$ cat src/rtl/aurora_pkg.sv
// 8b/10b code tables and valid K byte constants shared by the lane encoders.
// Sub-block codes are returned MSB-first in transmit order (abcdei / fghj).
package aurora_pkg;
  localparam int ENCODER_DATA_IN_SIZE  = 8;
  localparam int ENCODER_DATA_OUT_SIZE = 10;

  localparam logic [7:0] K28_0 = 8'h1C;
  localparam logic [7:0] K28_1 = 8'h3C;
  localparam logic [7:0] K28_2 = 8'h5C;
  localparam logic [7:0] K28_3 = 8'h7C;
  localparam logic [7:0] K28_4 = 8'h9C;
  localparam logic [7:0] K28_5 = 8'hBC;
  localparam logic [7:0] K28_6 = 8'hDC;
  localparam logic [7:0] K28_7 = 8'hFC;
  localparam logic [7:0] K23_7 = 8'hF7;
  localparam logic [7:0] K27_7 = 8'hFB;
  localparam logic [7:0] K29_7 = 8'hFD;
  localparam logic [7:0] K30_7 = 8'hFE;

  typedef struct packed {
    logic [5:0] code;
    logic       rd;
  } enc6_t;

  typedef struct packed {
    logic [3:0] code;
    logic       rd;
  } enc4_t;

  function automatic logic is_valid_k(input logic [7:0] b);
    return (b[4:0] == 5'd28) || (b == K23_7) || (b == K27_7) ||
           (b == K29_7) || (b == K30_7);
  endfunction

  function automatic enc6_t enc_5b6b(input logic [4:0] x5, input logic k, input logic rd);
    enc6_t r;
    logic [5:0] c;
    logic       flip;
    case (x5)
      5'd0:  c = 6'b100111;  5'd1:  c = 6'b011101;  5'd2:  c = 6'b101101;  5'd3:  c = 6'b110001;
      5'd4:  c = 6'b110101;  5'd5:  c = 6'b101001;  5'd6:  c = 6'b011001;  5'd7:  c = 6'b111000;
      5'd8:  c = 6'b111001;  5'd9:  c = 6'b100101;  5'd10: c = 6'b010101;  5'd11: c = 6'b110100;
      5'd12: c = 6'b001101;  5'd13: c = 6'b101100;  5'd14: c = 6'b011100;  5'd15: c = 6'b010111;
      5'd16: c = 6'b011011;  5'd17: c = 6'b100011;  5'd18: c = 6'b010011;  5'd19: c = 6'b110010;
      5'd20: c = 6'b001011;  5'd21: c = 6'b101010;  5'd22: c = 6'b011010;  5'd23: c = 6'b111010;
      5'd24: c = 6'b110011;  5'd25: c = 6'b100110;  5'd26: c = 6'b010110;  5'd27: c = 6'b110110;
      5'd28: c = 6'b001110;  5'd29: c = 6'b101110;  5'd30: c = 6'b011110;  default: c = 6'b101011;
    endcase
    if (k && x5 == 5'd28) c = 6'b001111;
    // D.7 is balanced but still has a distinct RD+ form
    flip = ($countones(c) != 3) || (x5 == 5'd7 && !k);
    if (rd && flip) c = ~c;
    r.code = c;
    r.rd   = ($countones(c) > 3) ? 1'b1 : ($countones(c) < 3) ? 1'b0 : rd;
    return r;
  endfunction

  function automatic enc4_t enc_3b4b(input logic [2:0] x3, input logic k, input logic rd,
                                     input logic a7);
    enc4_t r;
    logic [3:0] c;
    case (x3)
      3'd0: c = 4'b1011;  3'd1: c = 4'b1001;  3'd2: c = 4'b0101;  3'd3: c = 4'b1100;
      3'd4: c = 4'b1101;  3'd5: c = 4'b1010;  3'd6: c = 4'b0110;
      default: c = a7 ? 4'b0111 : 4'b1110;
    endcase
    // K28 balanced 4b codes take the complemented form when entering at RD-
    if (k && (x3 == 3'd1 || x3 == 3'd2 || x3 == 3'd5 || x3 == 3'd6)) begin
      if (!rd) c = ~c;
    end else if (rd && (($countones(c) != 2) || x3 == 3'd3 || x3 == 3'd7)) begin
      c = ~c;
    end
    r.code = c;
    r.rd   = ($countones(c) > 2) ? 1'b1 : ($countones(c) < 2) ? 1'b0 : rd;
    return r;
  endfunction
endpackage

$ cat src/rtl/encoder_8b10b.sv
// Registered per-lane 8b/10b encoder with running disparity tracking.
// Optional invalid-K detection enabled by defining AURORA_ENCODER_K_CHECK_EN.
module encoder_8b10b
  import aurora_pkg::*;
(
  input  logic                             clk,
  input  logic                             rst,
  input  logic                             en,
  input  logic                             ctrl_in,
  input  logic [ENCODER_DATA_IN_SIZE-1:0]  data_in,
  output logic [ENCODER_DATA_OUT_SIZE-1:0] data_out,
  output logic                             rd_out,
  output logic                             code_err
);
  logic       bad_k, k_use, a7;
  logic [4:0] x;
  enc6_t      e6;
  enc4_t      e4;
  logic [9:0] grp;

  assign x = data_in[4:0];

  always_comb begin
`ifdef AURORA_ENCODER_K_CHECK_EN
    bad_k = ctrl_in && !is_valid_k(data_in);
`else
    bad_k = 1'b0;
`endif
    k_use = ctrl_in && !bad_k;
    e6    = enc_5b6b(x, k_use, rd_out);
    // A7 avoids a run of five identical bits across the 6b/4b boundary
    a7    = (data_in[7:5] == 3'd7) &&
            (k_use || (e6.rd ? (x == 5'd11 || x == 5'd13 || x == 5'd14)
                             : (x == 5'd17 || x == 5'd18 || x == 5'd20)));
    e4    = enc_3b4b(data_in[7:5], k_use, e6.rd, a7);
    for (int i = 0; i < 6; i++) grp[i]     = e6.code[5-i];
    for (int i = 0; i < 4; i++) grp[6 + i] = e4.code[3-i];
  end

  always_ff @(posedge clk) begin
    if (rst) begin
      data_out <= '0;
      rd_out   <= 1'b0;
      code_err <= 1'b0;
    end else if (en) begin
      data_out <= grp;
      rd_out   <= e4.rd;
      code_err <= bad_k;
    end else begin
      code_err <= 1'b0;
    end
  end
endmodule

$ cat config.mk
export PLATFORM = sky130hd
export DESIGN_NAME = encoder_8b10b
export DESIGN_NICKNAME = d
export VERILOG_FILES = /design/src/rtl/aurora_pkg.sv /design/src/rtl/encoder_8b10b.sv
export SDC_FILE = /design/constraint.sdc
export NUM_CORES = 1
export LEC_CHECK = 0
export CELL_PAD_IN_SITES_DETAIL_PLACEMENT = 1
export CELL_PAD_IN_SITES_GLOBAL_PLACEMENT = 2
export CORE_ASPECT_RATIO = 1.4
export CORE_MARGIN = 10
export CORE_UTILIZATION = 30
export CTS_BUF_LIST = sky130_fd_sc_hd__clkbuf_8 sky130_fd_sc_hd__clkbuf_16
export DETAILED_ROUTE_END_ITERATION = 6
export GPL_TIMING_DRIVEN = 0
export PLACE_DENSITY_LB_ADDON = 0.1
export SLEW_MARGIN = 10
export SYNTH_ARGS = -nofsm -noshare
export SYNTH_HDL_FRONTEND = slang
export SYNTH_SLANG_ARGS = --single-unit
$ cat constraint.sdc
create_clock -name clk -period 10.92 [get_ports clk]
set_input_delay 2.184 -clock clk [delete_from_list [all_inputs] [get_ports clk]]
set_output_delay 2.184 -clock clk [all_outputs]
set_load 0.005 [all_outputs]
==> metrics <==
final instance area=approximately 2200 um^2; Slew @ Worst Pin=0.574 ns; arrival time worst endpoint=11.23 ns; first-pass GRT wire length=7.47 mm; Via density=5.06; largest net degree at the start of global routing=11; ANT cells=0; status=finished, violations left; HPWL after detailed placement=3.40 mm; Final Setup Violations=1; CTS tree=built; synthesized area per cell=8.69 um^2; crit path kind=input port to register; Die Ht=106 um; CTS Buf Count=3; reg-to-reg endpoint=rd_out; reg-to-reg slack, setup=4.03 ns; cell count after synthesis=181; Peak VDD IR=0.116 mV; mapped cell area=1570 um^2; Post-Place Setup Slack=-1.61 ns; via count=1446; initial antenna violation count=0; placed instance count=around 260; WHS Path Cells=2; R2R cell count=25; Crit-path slowest cell=mux4_2; Peak Freq=0.0899 GHz; final WL=4.37 mm; Slew Viols, Final=0; count leader, synth=inv_1; Worst-Skew Late Latency=0.23 ns; crit end category=register; failing checks=setup timing; total core area=5120 um^2; die area=8580 um^2; placed cell area=1910 um^2; relative slew slack=0.612; layout cells sized above 1=0.314; cell taking the most area after synthesis=dfxtp_1; Post-synth top cells=inv_1, ha_1, nor2_1, dfxtp_1, a21oi_1; crit-path max FO=7; num ports=24; Initial DRC Count=24; #FFs+latches synth=11; first drt pass iteration count=4; H-tree levels=1; Synth Net Count=217; max-cap violations=0; PnR worst setup slack=-0.200 ns; number of global-route vias before repair=1634; Hold Path Class=register to register; Final min period=approximately 11 ns; grt ovf=0; clock sinks=11; DRC viols=0; RSZ-0062 raised after global routing=true; RR Startpoint=rd_out; Post-synth EDFFs=0; root cell of the clock tree=clkbuf_8; Setup TNS=-0.200 ns; Final Skew=0.000435 ns; Yosys top cell area share=0.140; Min-Delay Endpoint=data_out[2]; Hold WS=0.480 ns; post-synth cell types=54; Area growth syn-to-layout=37.2%; WL/cell=around 15 um; Max clock buf depth=2; Routability Congestion=about 0.77; Post-synth top flop=dfxtp_1; Site Rows=31; Seq/Total Area, Yosys=0.140; LEAKAGE=slightly below 0.9 nW; Post-layout nets=257; Port Buffers=17; Clock Pin Slew Worst Setup and Hold Paths=0.05 ns; CP Data Required Time=11.03 ns; Routed Antenna Nets=0; Die Wd=81.2 um; Hold Fails Final Rpt=0; hold path startpoint=data_out[2]; top cells by area, synth=dfxtp_1, ha_1, fa_1; P per Cell Area=265 nW/um^2; critical path launch point type=input port; Initial Util=0.307; period utilisation layout=1.02; Ys Warns=0; Post-Layout Cell Count=286; most used cell along the critical path=fa_1; CP peak stage delay=0.51 ns; # hold bufs at CTS=0; GR Util All Layers=0.105; fraction of registers with async set/reset=0
## through the flow
step	power (mW)	utilization
after global placement	0.389	0.372
after detailed placement	0.414	0.372
after floorplan	0.324	-
after global routing	0.628	0.421
final	0.572	0.421
after CTS	0.569	0.413
## critical path: cells and delay by family
kind,cells,cell delay [ns]
multiplexers,2,0.65
buffers and inverters,6,0.46
AO/OA/AOI/OAI,10,1.83
adder cells (fa/ha/maj),15,4.90
AND/OR/NAND/NOR,5,1.20
## area by class of cell
cell class,count,area [um^2]
sequential,11,220
clock buffer,3,41.3
tap,66,82.6
buffer,13,87.6
fill,626,2960
timing repair buffer,35,308
inverter,18,71.3
clock inverter,1,3.75
multi-input combinational,139,1340
## placed cells by master, fill, tap and decap left out, types with 4 or more instances in the layout
| cell | n |
|---|---|
| inv_2 | 4 |
| dfxtp_1 | 11 |
| nand2_1 | 5 |
| clkdlybuf4s50_1 | 14 |
| buf_4 | 21 |
| xnor2_1 | 7 |
| nor3_1 | 4 |
| nor2_1 | 14 |
| a21oi_1 | 7 |
| ha_4 | 5 |
| mux2i_1 | 7 |
| nor3b_1 | 4 |
| a211oi_1 | 5 |
| o21ai_0 | 6 |
| ha_2 | 4 |
| ha_1 | 8 |
| fa_1 | 7 |
| inv_1 | 14 |
| buf_2 | 5 |
## flip-flops by register name (all words and copies together) (netlist names)
register  cells
data_out     10
rd_out        1
## timing repair
item | 4_1_cts | 5_1_grt
setup endpoints to repair | 5 | 1
resized for setup | 28 | 5
buffers inserted | 17 | 1
pin swaps | 16 | 3
## cell families (layout without fill, tap and decap cells)
kind of cell	after synthesis	after routing	synth area share
AND/OR/NAND/NOR	53	53	0.197
AO/OA/AOI/OAI	42	42	0.210
XOR/XNOR	9	9	0.0501
buffers and inverters	31	70	0.0963
other	1	1	0.00238
multiplexers	9	9	0.0732
adder cells (fa/ha/maj)	25	25	0.231
flip-flops	11	11	0.140
## where the power goes
part	switching (mW)	total [mW]	internal (mW)
logic	0.228	0.477	0.250
clock network	0.0143	0.0389	0.0246
registers	0.00598	0.0554	0.0494
## metal layers
layer | vias up | part of all wire | GRT usage
met5 | - | 0 | 0
met4 | 0 | 0.029 | 0.0533
met3 | 11 | 0.039 | 0.00935
met2 | 28 | 0.54 | 0.195
met1 | 693 | 0.39 | 0.112
li1 | 714 | - | -
## worst max path at each step
stage / cells after the start / from / slack [ns] / endpoint
2_1_floorplan: 37 / data_in[1] / -0.16 / rd_out
3_3_place_gp: 39 / data_in[1] / -1.50 / rd_out
3_5_place_dp: 38 / data_in[1] / -1.61 / rd_out
4_1_cts: 38 / data_in[1] / -0.18 / rd_out
5_1_grt: 39 / data_in[1] / -0.58 / rd_out
6_report: 38 / data_in[1] / -0.20 / rd_out
(Power assumes the default switching activity.)
